--- src/rtl/mul_pkg.sv ---
// rtl/mul_pkg.sv - shared types, width helpers and Booth decode for booth_seq_mul
package mul_pkg;

  // Width helpers. A package cannot take parameters, so the derived
  // widths are computed from the operand width W by these functions.
  function automatic int n_pp_f(input int w);
    return (w + 2) / 2;
  endfunction

  function automatic int acc_w_f(input int w);
    return 2 * w + 2;
  endfunction

  localparam int W_DEF     = 24;
  localparam int N_PP_DEF  = n_pp_f(W_DEF);
  localparam int ACC_W_DEF = acc_w_f(W_DEF);

  typedef enum logic [1:0] {
    IDLE    = 2'd0,
    ACCUM   = 2'd1,
    RESOLVE = 2'd2,
    DONE    = 2'd3
  } mul_state_t;

  // Booth digit: one-hot magnitude {two, one, zero} plus a sign bit.
  localparam logic [2:0] MAG_ZERO = 3'b001;
  localparam logic [2:0] MAG_ONE  = 3'b010;
  localparam logic [2:0] MAG_TWO  = 3'b100;

  typedef struct packed {
    logic       neg;
    logic [2:0] mag;
  } booth_digit_t;

  // Radix-4 recoding of the window {b[2i+1], b[2i], b[2i-1]}.
  // 3'b111 is -0; it is reported as plain zero so no negation happens.
  function automatic booth_digit_t booth_decode(input logic [2:0] win);
    booth_digit_t d;
    d.neg = 1'b0;
    d.mag = MAG_ZERO;
    case (win)
      3'b001, 3'b010: begin d.neg = 1'b0; d.mag = MAG_ONE; end
      3'b011:         begin d.neg = 1'b0; d.mag = MAG_TWO; end
      3'b100:         begin d.neg = 1'b1; d.mag = MAG_TWO; end
      3'b101, 3'b110: begin d.neg = 1'b1; d.mag = MAG_ONE; end
      default:        begin d.neg = 1'b0; d.mag = MAG_ZERO; end
    endcase
    return d;
  endfunction

endpackage

--- src/rtl/booth_pp_gen.sv ---
// rtl/booth_pp_gen.sv - radix-4 Booth partial product for one digit position
module booth_pp_gen
  import mul_pkg::*;
#(
  parameter int W     = 24,
  parameter int ACC_W = 2 * W + 2,
  parameter int IDX_W = 4
) (
  input  logic [W-1:0]     a,
  input  logic [2:0]       window,
  input  logic [IDX_W-1:0] idx,
  output logic [ACC_W-1:0] pp
);

  booth_digit_t     w_digit;
  logic [ACC_W-1:0] w_mag;
  logic [ACC_W-1:0] w_shifted;

  // Select |digit|*a, align to weight 4^idx, then negate modulo 2^ACC_W.
  always_comb begin
    w_digit = booth_decode(window);
    w_mag   = '0;
    if (w_digit.mag == MAG_ONE) begin
      w_mag = ACC_W'(a);
    end else if (w_digit.mag == MAG_TWO) begin
      w_mag = ACC_W'({a, 1'b0});
    end
    w_shifted = w_mag << {idx, 1'b0};
    pp        = w_digit.neg ? (~w_shifted + ACC_W'(1)) : w_shifted;
  end

endmodule

--- src/rtl/csa.sv ---
// rtl/csa.sv - bitwise 3-2 carry-save adder
module csa #(
  parameter int Num = 8
) (
  input  logic [Num-1:0] pp0,
  input  logic [Num-1:0] pp1,
  input  logic [Num-1:0] pp2,
  output logic [Num-1:0] sum,
  output logic [Num-1:0] carry
);

  // Per-bit full adder; carry is unshifted, the caller aligns it.
  always_comb begin
    sum   = pp0 ^ pp1 ^ pp2;
    carry = (pp0 & pp1) | (pp0 & pp2) | (pp1 & pp2);
  end

endmodule

--- src/rtl/booth_seq_mul.sv ---
// rtl/booth_seq_mul.sv - iterative radix-4 Booth multiplier with carry-save accumulation
module booth_seq_mul
  import mul_pkg::*;
#(
  parameter int W = 24
) (
  input  logic           clk,
  input  logic           rst_n,
  input  logic           in_valid,
  output logic           in_ready,
  input  logic [W-1:0]   a,
  input  logic [W-1:0]   b,
  output logic           out_valid,
  input  logic           out_ready,
  output logic [2*W-1:0] product
);

  localparam int N_PP  = n_pp_f(W);
  localparam int ACC_W = acc_w_f(W);
  localparam int IDX_W = $clog2(N_PP + 1);

  mul_state_t       r_state;
  mul_state_t       w_next_state;

  logic [W-1:0]     r_a;
  logic [W+2:0]     r_b_ext;     // {2'b00, b, 1'b0}: b[-1]=0 and two zero guard bits
  logic [ACC_W-1:0] r_sum;
  logic [ACC_W-1:0] r_carry;
  logic [IDX_W-1:0] r_idx;
  logic [2*W-1:0]   r_product;

  logic [W+2:0]     w_b_shift;
  logic [2:0]       w_window;
  logic [ACC_W-1:0] w_pp;
  logic [ACC_W-1:0] w_csa_sum;
  logic [ACC_W-1:0] w_csa_carry;
  logic [ACC_W-1:0] w_resolved;
  logic             w_last;
  logic             w_in_ready;
  logic             w_out_valid;

  // Booth window for the current digit and end-of-accumulation flag.
  always_comb begin
    w_b_shift  = r_b_ext >> {r_idx, 1'b0};
    w_window   = w_b_shift[2:0];
    w_last     = (r_idx == IDX_W'(N_PP - 1));
    w_resolved = r_sum + r_carry;
  end

  booth_pp_gen #(
    .W     (W),
    .ACC_W (ACC_W),
    .IDX_W (IDX_W)
  ) u_pp_gen (
    .a      (r_a),
    .window (w_window),
    .idx    (r_idx),
    .pp     (w_pp)
  );

  csa #(
    .Num (ACC_W)
  ) u_csa (
    .pp0   (r_sum),
    .pp1   (r_carry),
    .pp2   (w_pp),
    .sum   (w_csa_sum),
    .carry (w_csa_carry)
  );

  // State register.
  always_ff @(posedge clk or negedge rst_n) begin
    if (!rst_n) begin
      r_state <= IDLE;
    end else begin
      r_state <= w_next_state;
    end
  end

  // Next-state logic.
  always_comb begin
    w_next_state = r_state;
    case (r_state)
      IDLE:    if (in_valid)  w_next_state = ACCUM;
      ACCUM:   if (w_last)    w_next_state = RESOLVE;
      RESOLVE:                w_next_state = DONE;
      DONE:    if (out_ready) w_next_state = IDLE;
      default:                w_next_state = IDLE;
    endcase
  end

  // Handshake outputs are pure state decodes, so no input reaches them combinationally.
  always_comb begin
    w_in_ready  = 1'b0;
    w_out_valid = 1'b0;
    case (r_state)
      IDLE:    w_in_ready  = 1'b1;
      DONE:    w_out_valid = 1'b1;
      default: begin
        w_in_ready  = 1'b0;
        w_out_valid = 1'b0;
      end
    endcase
  end

  // Datapath: operand capture, carry-save accumulation and the final resolve.
  always_ff @(posedge clk or negedge rst_n) begin
    if (!rst_n) begin
      r_a       <= '0;
      r_b_ext   <= '0;
      r_sum     <= '0;
      r_carry   <= '0;
      r_idx     <= '0;
      r_product <= '0;
    end else begin
      case (r_state)
        IDLE: begin
          if (in_valid) begin
            r_a     <= a;
            r_b_ext <= {2'b00, b, 1'b0};
            r_sum   <= '0;
            r_carry <= '0;
            r_idx   <= '0;
          end
        end
        ACCUM: begin
          r_sum   <= w_csa_sum;
          r_carry <= {w_csa_carry[ACC_W-2:0], 1'b0};
          r_idx   <= r_idx + IDX_W'(1);
        end
        RESOLVE: begin
          // a*b < 2^(2W), so dropping the top two accumulator bits is exact.
          r_product <= w_resolved[2*W-1:0];
        end
        default: begin
        end
      endcase
    end
  end

  assign in_ready  = w_in_ready;
  assign out_valid = w_out_valid;
  assign product   = r_product;

endmodule

--- config.mk ---
export PLATFORM = sky130hd
export DESIGN_NAME = booth_seq_mul
export DESIGN_NICKNAME = d
export VERILOG_FILES = /design/src/rtl/mul_pkg.sv /design/src/rtl/booth_pp_gen.sv /design/src/rtl/csa.sv /design/src/rtl/booth_seq_mul.sv
export SDC_FILE = /design/constraint.sdc
export NUM_CORES = 1
export LEC_CHECK = 0
export BUFFER_PORTS_ARGS = -buffer_cell sky130_fd_sc_hd__buf_4
export CAP_MARGIN = 25
export CORE_MARGIN = 2
export CORE_UTILIZATION = 37
export DETAILED_ROUTE_END_ITERATION = 7
export GPL_TIMING_DRIVEN = 1
export PLACE_DENSITY = 0.62
export SLEW_MARGIN = 20
export SYNTH_ARGS = -nofsm -noshare
export SYNTH_HDL_FRONTEND = slang
export SYNTH_SLANG_ARGS = --single-unit
--- constraint.sdc ---
create_clock -name clk -period 8.2 [get_ports clk]
set_clock_uncertainty 0.05 [all_clocks]
set_input_delay 0.82 -clock clk [delete_from_list [all_inputs] [get_ports clk]]
set_output_delay 0.82 -clock clk [all_outputs]
set_load 0.02 [all_outputs]
**Word-level counts from Yosys, hierarchy flattened**

Index checks and enable logic that the tools add are counted.
W data, S select, Z words.

- $add $sub $neg: 3
- Equality and inequality tests: 15
- Shifts and indexed selects: 2
- Mux-type cells: 15
- Bitwise gates (word level): 8
- Reductions and logical operators: 7

Operator list:

| operator | count |
|---|---|
| $pmux W50 S2 | 2 |
| $mux W50 | 3 |
| $and A49 B49 Y49 | 3 |
| $xor A50 B50 Y50 | 2 |
| $or A49 B49 Y49 | 2 |
| $add A50 B1 Y50 const B | 1 |
| $not A50 Y50 | 1 |
| $shl A50 B5 Y50 | 1 |
| $add A48 B48 Y48 | 1 |
| $mux W25 | 1 |
| $shr A25 B5 Y3 | 1 |
| $pmux W4 S4 | 1 |
| $eq A3 B3 Y1 const B | 4 |
| $eq A3 B2 Y1 const B | 3 |
| $pmux W2 S4 | 1 |
| $pmux W4 S2 | 1 |
| $mux W2 | 3 |
| $ne A2 B2 Y1 const B | 3 |
| $add A4 B1 Y4 const B | 1 |
| $eq A2 B2 Y1 const B | 2 |
| $eq A4 B4 Y1 const B | 1 |
| $mux W4 | 1 |
| $reduce_and A2 Y1 | 2 |
| $reduce_or A2 Y1 | 2 |
| 6 further kinds | 7 |

- Register bits after elaboration: 202
- Input bits: 52
- Output and inout bits: 50

**Longest topological paths before layout**

Gate-level depths: netlist of the first run.

- Depth in word-level cells: 15
- Mapped depth: 30
- Depth with buffers taken out: 23

**Cells and area by module**

Synthesis of the first run repeated with hierarchy kept, for this count alone.

- Cells, all modules: 1481
- Area, all modules: 15050.7 µm²

By module, submodules not included:

| module | times used | cells an instance | area each (µm²) | sequential area each (µm²) |
|---|---|---|---|---|
| booth_seq_mul | 1 | 881 | 10354.9 | 5029.8 |
| booth_pp_gen | 1 | 550 | 3694.8 | 0.0 |
| csa | 1 | 50 | 1001.0 | 0.0 |

**Worst setup path after synthesis of the first run**

No wires, ideal clock.

- Kind: register -> register
- Start point: register r_idx[0]
- End point: register r_sum[40]
- Setup time: 0.083 ns
- Data arrival time: 7.167 ns
- Required time: 8.067 ns
- Setup slack: 0.900 ns
- Cell stages (with the launch flop): 30
- Buffers on the path: 10
- Clock period less this slack: 7.300 ns
- Path through: dfrtp_1 buf_6 clkbuf_1 clkbuf_1 clkbuf_1 buf_1 clkbuf_1 mux4_2 nand2_1 a21o_1 o21a_1 ha_1 clkbuf_1 nor4_1 nand2_1 mux2i_2 buf_6 buf_2 buf_2 o22ai_1 a311oi_1 a21oi_1 a211o_1 nor4bb_1 nand4_1 nor2_1 a21oi_1 xor2_1 fa_1 o21ai_0

- Cells in the longest elaborated chain, start to end: 13
- Elaborated cells on any way between the ends: 20
- Classes of those cells: 1 x add/sub; 8 x eq/ne; 2 x shift; 5 x mux; 2 x bitwise; 2 x reduce/logical

Ends and longest elaborated chain:

| element | line | source |
|---|---|---|
| from (decl) | booth_seq_mul.sv:29 | `logic [IDX_W-1:0] r_idx;` |
| from (signal assigned) | booth_seq_mul.sv:129 | `r_idx <= r_idx + IDX_W'(1);` |
| $shr A25 B5 Y3 | booth_seq_mul.sv:44 | `w_b_shift = r_b_ext >> {r_idx, 1'b0};` |
| $eq A3 B3 Y1, or another cell as far along | mul_pkg.sv:41 | `case (win)` |
| $reduce_or A2 Y1 | mul_pkg.sv:41 |  |
| $pmux W4 S4 | mul_pkg.sv:41 |  |
| $eq A3 B3 Y1 | booth_pp_gen.sv:25 | `end else if (w_digit.mag == MAG_TWO) begin` |
| $mux W25 | booth_pp_gen.sv:25 |  |
| $mux W50 | booth_pp_gen.sv:23 | `if (w_digit.mag == MAG_ONE) begin` |
| $shl A50 B5 Y50 | booth_pp_gen.sv:28 | `w_shifted = w_mag << {idx, 1'b0};` |
| $not A50 Y50 | booth_pp_gen.sv:29 | `pp = w_digit.neg ? (~w_shifted + ACC_W'(1)) : w_shifted;` |
| $add A50 B1 Y50 | booth_pp_gen.sv:29 |  |
| $mux W50 (*) | booth_pp_gen.sv:29 |  |
| $xor A50 B50 Y50 (*) | csa.sv:14 | `sum = pp0 ^ pp1 ^ pp2;` |
| $pmux W50 S2 (*) | booth_seq_mul.sv:116 | `case (r_state)` |
| to (signal assigned) | booth_seq_mul.sv:127 | `r_sum <= w_csa_sum;` |
| to (decl) | booth_seq_mul.sv:27 | `logic [ACC_W-1:0] r_sum;` |

Mark *: on every way between the ends. The rest lies on a longest branch, timed or not.
A chain may end at the register's enable or synchronous reset.

**Worst setup path after layout of the first run**

- Start point: register r_idx[1]
- End point: register r_sum[35]

Same word-level chain as after synthesis.

==> results of run 1 <==
per-layer routing:
layer	GRT usage, %	up-vias	wire [um]
li1	-	6287	-
met1	30.8	6664	21400
met4	5.80	0	833
met3	3.61	49	2720
met5	0	-	0
met2	32.3	426	20500
Yosys cell counts, drive strengths merged (8+ instances only):
library cell,n
dfrtp,197
and2,9
a31oi,20
nor3,21
ha,58
xor2,32
nand3,33
fa,47
xnor2,53
nand2b,9
o31ai,21
a21oi,94
a211o,8
clkbuf,85
buf,25
and3,11
a221oi,13
nor2b,10
mux2i,21
mux4,9
a211oi,28
mux2,98
a21o,44
nand2,206
nand4,22
o21ai,172
nor2,94
inv,123
a21boi,15
o21a,12
o211ai,17
worst max path at each step:
stage / start / endpoint / slack, ns / cells after the start
floorplan: r_idx[0] / r_sum[40] / 0.90 / 29
global placement: r_idx[1] / r_sum[35] / 1.28 / 18
detailed placement: r_idx[1] / r_sum[35] / 1.09 / 18
CTS: r_idx[1] / r_sum[35] / 1.03 / 18
global route: r_idx[1] / r_sum[35] / 0.65 / 18
finish: r_idx[1] / r_sum[35] / 1.01 / 18
registers in the layout (all words and copies together), names as in the netlist:
register,flops
r_idx,4
r_carry,47
r_a,24
r_b_ext,24
product,48
r_sum,48
r_state,2
metrics by stage:
stage               hold slack, ns  utilization, %
global route                 0.375            42.2
finish                       0.331            42.2
floorplan                    0.420               -
detailed placement           0.441            40.6
global placement             0.426            40.6
CTS                          0.334            42.1
kinds of logic (layout without fill, tap and decap cells):
family,after synthesis,after routing
AND/OR/NAND/NOR,449,449
flip-flops,197,197
XOR/XNOR,85,85
adder cells (fa/ha/maj),105,105
AO/OA/AOI/OAI,538,538
buffers and inverters,234,286
multiplexers,128,128
layout by cell type, fill, tap and decap left out, types with 20 or more instances in the layout:
cell	netlist	layout
dfrtp_1	197	195
ha_1	58	57
a21o_1	44	44
nand2_1	206	204
buf_4	3	126
nor2_1	93	93
inv_1	122	122
nand3_1	33	33
nand4_1	22	22
a21oi_1	94	94
a31oi_1	20	20
xor2_1	32	32
xnor2_1	53	53
fa_1	47	47
mux2_2	98	98
nor3_1	21	21
o21ai_0	163	163
a211oi_1	25	25
mux2i_1	20	20
worst max-delay path: stages, from the launching register on:
cell       delay, ns
dfrtp_2         0.60
mux2i_1         0.17
mux4_2          0.48
o21a_1          0.22
ha_1            0.35
nor4_1          0.63
nand2_1         0.22
mux2i_4         0.83
a211oi_1        0.28
a2111oi_0       0.78
o32ai_1         0.31
mux2_2          0.39
nand4_1         0.18
or4_1           0.30
or3_4           0.23
o21ai_1         0.08
xnor2_1         0.28
fa_1            0.46
o21ai_0         0.21
area by class of cell:
cell class,instances,area [um^2]
Clock buffer,17,425
Clock inverter,15,190
Fill cell,4119,23700
Inverter,124,465
Multi-Input combinational cell,1305,9580
Sequential cell,197,4930
Tap cell,532,666
Timing Repair Buffer,130,1010
==> results.tsv, run 1 <==
stage	metric	value	unit
run_status	status	finished, final reports clean	
placed_design	gp_congestion	0.909	
worst_setup_path	cp.required	8.51	ns
yosys	syn_area_per_cell	8.87	um^2
timing	maxSlewViolCount	0	
layout	synthToLayoutAreaGrowth	12.2	%
yosys	syn_inst	1736	
floorplanning	die_y	208	um
drt	wire_per_inst	19.6	um
clocking	cts_root_buffer	clkbuf_16	
layout	nets	1932	
floorplanning	rows	74	
drt	viasPerCell	5.79	
clocking	clkTransAtPathRegs	0.08	ns
global_routing	grt_max_degree	100	
clocking	cts_buffers	17	
timing	max_slew_margin	31.0	%
yosys	synth_seq_cells	197	
clocking	cts.htree.levels	4	
timing	max_freq	0.139	GHz
placed_design	port_buffers	101	
yosys	synthesis.area	15400	um^2
yosys	synthAdderAreaFrac	10.8	%
yosys	ys.flop_type	dfrtp_1	
clocking	cts_tree	yes	
floorplanning	start_util	37.6	%
layout	fin_area	17300	um^2
yosys	synth_top_area_share	32.0	%
timing	finalWorstSetupSlack	1.01	ns
drt	drtIter0Drc	1204	
layout	fin_cells	2320	
timing	rsz0062_at_grt	false	
global_routing	grt_pass1_wl	73600	um
worst_setup_path	startpoint_type	flip-flop	
worst_setup_path	worstPathArrival	7.50	ns
floorplanning	io_pins	102	
timing	tightest_slew	1.01	ns
floorplanning	core	40900	um^2
timing	final-setup-viol-count	0	
yosys	ys_seq_area_share	32.0	%
yosys	synth_compound_area_share	23.1	%
drt	dr.pass1.iters	7	
clocking	postCtsSetupRepairBufs	0	
placed_design	dp_hpwl	33900	um
job	drv_cap	0	
timing	setup_tns	0	ns
drt	drtAntennaViolNets	0	
floorplanning	die_x	208	um
drt	via_count	13426	
layout	antenna_cells	0	
worst_setup_path	rr_endpoint	r_sum[35]	
clocking	cts.sinks	197	
placed_design	placedCellCount	2285	
yosys	synth_top_family_by_area	compound AO/OA/AOI/OAI gates	
worst_setup_path	crit_type	flip-flop to flip-flop	
drt	drc	0	
placed_design	postPlaceCellArea	16600	um^2
drt	totalWireLength	45400	um
layout	drive_gt1_share	17.1	%
global_routing	gr-total-overflow	0	
global_routing	grt_use_total	21.1	%
placed_design	dp_slack	1.09	ns
timing	period_share	87.7	%
yosys	synthDistinctLibCells	94	
worst_hold_path	hold_class	input pin to asynchronous set/reset pin	
worst_setup_path	r2r_cells	18	
yosys	async_flop_share	100	%
yosys	muxShareOfSynthArea	9.87	%
worst_setup_path	path_max_fanout	30	
yosys	yosysWarnings	0	
clocking	clockBufferDepth	2	
yosys	yosys-top-cells-area	dfrtp_1 (32%), mux2_2 (7.2%), fa_1 (6.1%)	
clocking	cts_resized	0	
clocking	postCtsHoldBufs	0	
yosys	synth_nets	1893	
worst_setup_path	r2r_slack	1.01	ns
yosys	synth_top_cell_by_area	dfrtp_1	
global_routing	antenna_found_initial	0	
worst_setup_path	r2r-start	r_idx[1]	
worst_setup_path	end_kind	flip-flop	
yosys	synth-xor-area-share	4.83	%
clocking	clk_latency	0.47	ns
timing	period_needed	7.19	ns
global_routing	grt_pass1_vias	13027	
yosys	synth-simple-area-share	13.3	%
floorplanning	die-area	43300	um^2
yosys	synth_edf_count	0	
timing	finalHoldViolations	0	
Power of run 1 is left out: the tool's default activity adds up to more than one toggle a clock period on the data nets, which glitch-free logic cannot reach.
==> run 2: changes to the inputs <==
==> constraint.sdc (replaced) <==
create_clock -name clk -period 8.2 [get_ports clk]
set_clock_uncertainty 0.05 [all_clocks]
set_input_delay 1.23 -clock clk [delete_from_list [all_inputs] [get_ports clk]]
set_output_delay 1.23 -clock clk [all_outputs]
set_load 0.02 [all_outputs]
==> results.tsv, run 2 (synthesized netlist as in run 1, its figures left out) <==
stage	metric	value	unit	change
drt	dr.pass1.iters	6		was 7
job	drv_cap	0		unchanged
drt	via_count	13303		was 13426
layout	drive_gt1_share	17.1	%	unchanged
drt	drtAntennaViolNets	0		unchanged
timing	final-setup-viol-count	0		unchanged
clocking	cts_resized	0		unchanged
layout	antenna_cells	0		unchanged
global_routing	grt_max_degree	130		was 100
clocking	clk_latency	0.47	ns	about the same
floorplanning	core	40900	um^2	unchanged
timing	max_freq	0.139	GHz	about the same
global_routing	grt_use_total	21.3	%	was 21.1%
drt	viasPerCell	5.73		was 5.79
timing	finalHoldViolations	0		unchanged
worst_setup_path	cp.required	8.52	ns	was 8.51 ns
drt	drc	0		unchanged
clocking	postCtsSetupRepairBufs	0		unchanged
global_routing	grt_pass1_vias	13140		was 13027
drt	totalWireLength	45200	um	was 45400 um
worst_hold_path	hold_depth	2		
layout	nets	1932		unchanged
placed_design	dp_hpwl	33300	um	was 33900 um
floorplanning	die_x	208	um	unchanged
worst_hold_path	hold_class	flip-flop to flip-flop		was input pin to asynchronous set/reset pin
run_status	status	finished, final reports clean		unchanged
layout	synthToLayoutAreaGrowth	12.5	%	was 12.2%
timing	rsz0062_at_grt	false		unchanged
clocking	clockBufferDepth	2		unchanged
worst_setup_path	end_kind	flip-flop		unchanged
clocking	cts.sinks	197		unchanged
floorplanning	rows	74		unchanged
timing	period_needed	7.19	ns	about the same
floorplanning	start_util	37.6	%	unchanged
clocking	cts_buffers	17		unchanged
floorplanning	die-area	43300	um^2	unchanged
floorplanning	io_pins	102		unchanged
global_routing	antenna_found_initial	0		unchanged
worst_setup_path	crit_type	flip-flop to flip-flop		unchanged
global_routing	grt_pass1_wl	74200	um	was 73600 um
worst_setup_path	worstPathArrival	7.51	ns	was 7.50 ns
clocking	postCtsHoldBufs	0		unchanged
worst_setup_path	startpoint_type	flip-flop		unchanged
clocking	cts.htree.levels	4		unchanged
timing	setup_tns	0	ns	unchanged
layout	final_common_cell	nand2_1		unchanged
placed_design	gp_congestion	0.922		was 0.909
timing	period_share	87.6	%	was 87.7%
clocking	clkTransAtPathRegs	0.08	ns	about the same
drt	drtIter0Drc	1264		was 1204
timing	tightest_slew	1.04	ns	was 1.01 ns
timing	max_slew_margin	30.2	%	was 31.0%
placed_design	port_buffers	101		unchanged
layout	final_cell_mix	nand2_1 (204), dfrtp_1 (195), o21ai_0 (163), buf_4 (125), inv_1 (122)		was nand2_1 (204), dfrtp_1 (195), o21ai_0 (163), buf_4 (126), inv_1 (122)
drt	wire_per_inst	19.5	um	was 19.6 um
timing	maxSlewViolCount	0		unchanged
clocking	cts_root_buffer	clkbuf_16		unchanged
clocking	cts_tree	yes		unchanged
layout	fill_cells	4055		was 4119
global_routing	gr-total-overflow	0		unchanged
floorplanning	die_y	208	um	unchanged
worst_setup_path	path_max_fanout	26		was 30
worst_setup_path	r2r_cells	21		was 18
run 2: changes by cell type in the layout (fill, tap and decap cells not counted), sizes merged:
cell,change
bufinv,+2
clkinv,-2
clkinvlp,-1
inv,+1
run 2: path summary, 6_finish.rpt:
kind / from / to / slack, ns
setup / recovery: r_idx[1] / r_sum[34] / 1.01
hold / removal: product[27] / product[27] / 0.45
setup reg to reg: r_idx[1] / r_sum[34] / 1.01
hold reg to reg: product[27] / product[27] / 0.45
max in group asynchronous: rst_n / r_idx[1] / 6.00
min in group asynchronous: rst_n / product[36] / 0.65
run 2: metal layers:
layer | wire length (um) | global-route usage, % | vias to the layer above
met1 | 21700 | 31.2 | 6564
li1 | - | - | 6271
met2 | 20000 | 32.3 | 420
met5 | 0 | 0 | -
met4 | 733 | 5.45 | 0
met3 | 2740 | 3.79 | 48
run 2: through the flow:
stage          hold WS, ns  util [%]  instance area [um^2]  worst slack [ns]  std cells
2_1_floorplan        0.420         -                 15400             0.900       1736
3_3_place_gp         0.443      40.6                 16600              1.32       2284
3_5_place_dp         0.431      40.6                 16600              1.20       2284
4_1_cts              0.450      42.2                 17300              1.17       2316
5_1_grt              0.458      42.3                 17300             0.657       2320
6_report             0.449      42.3                 17300              1.01       2320
run 2: area by class of cell:
class,count,area (um^2),area share [%]
Tap cell,532,666,3.84
Timing Repair Buffer,130,1020,5.87
Inverter,124,465,2.69
Clock inverter,15,235,1.36
Sequential cell,197,4930,28.5
Multi-Input combinational cell,1305,9580,55.3
Clock buffer,17,425,2.46
run 2: worst max-delay path: stages, from the launching register on:
cell,delay (ns)
dfrtp_2,0.65
mux2i_1,0.17
mux4_2,0.47
o21a_1,0.22
inv_1,0.09
ha_1,0.27
nor4_1,0.10
clkbuf_2,0.18
nand2_1,0.13
mux2i_4,0.25
buf_4,0.30
a211oi_2,0.75
nand4_1,0.28
o31ai_1,0.43
o211ai_1,0.22
nor4bb_1,0.58
nand4_1,0.55
nor2_1,0.38
nor2_1,0.10
xnor2_1,0.28
fa_1,0.46
o21ai_0,0.17
Power of run 2 is left out for the same reason.
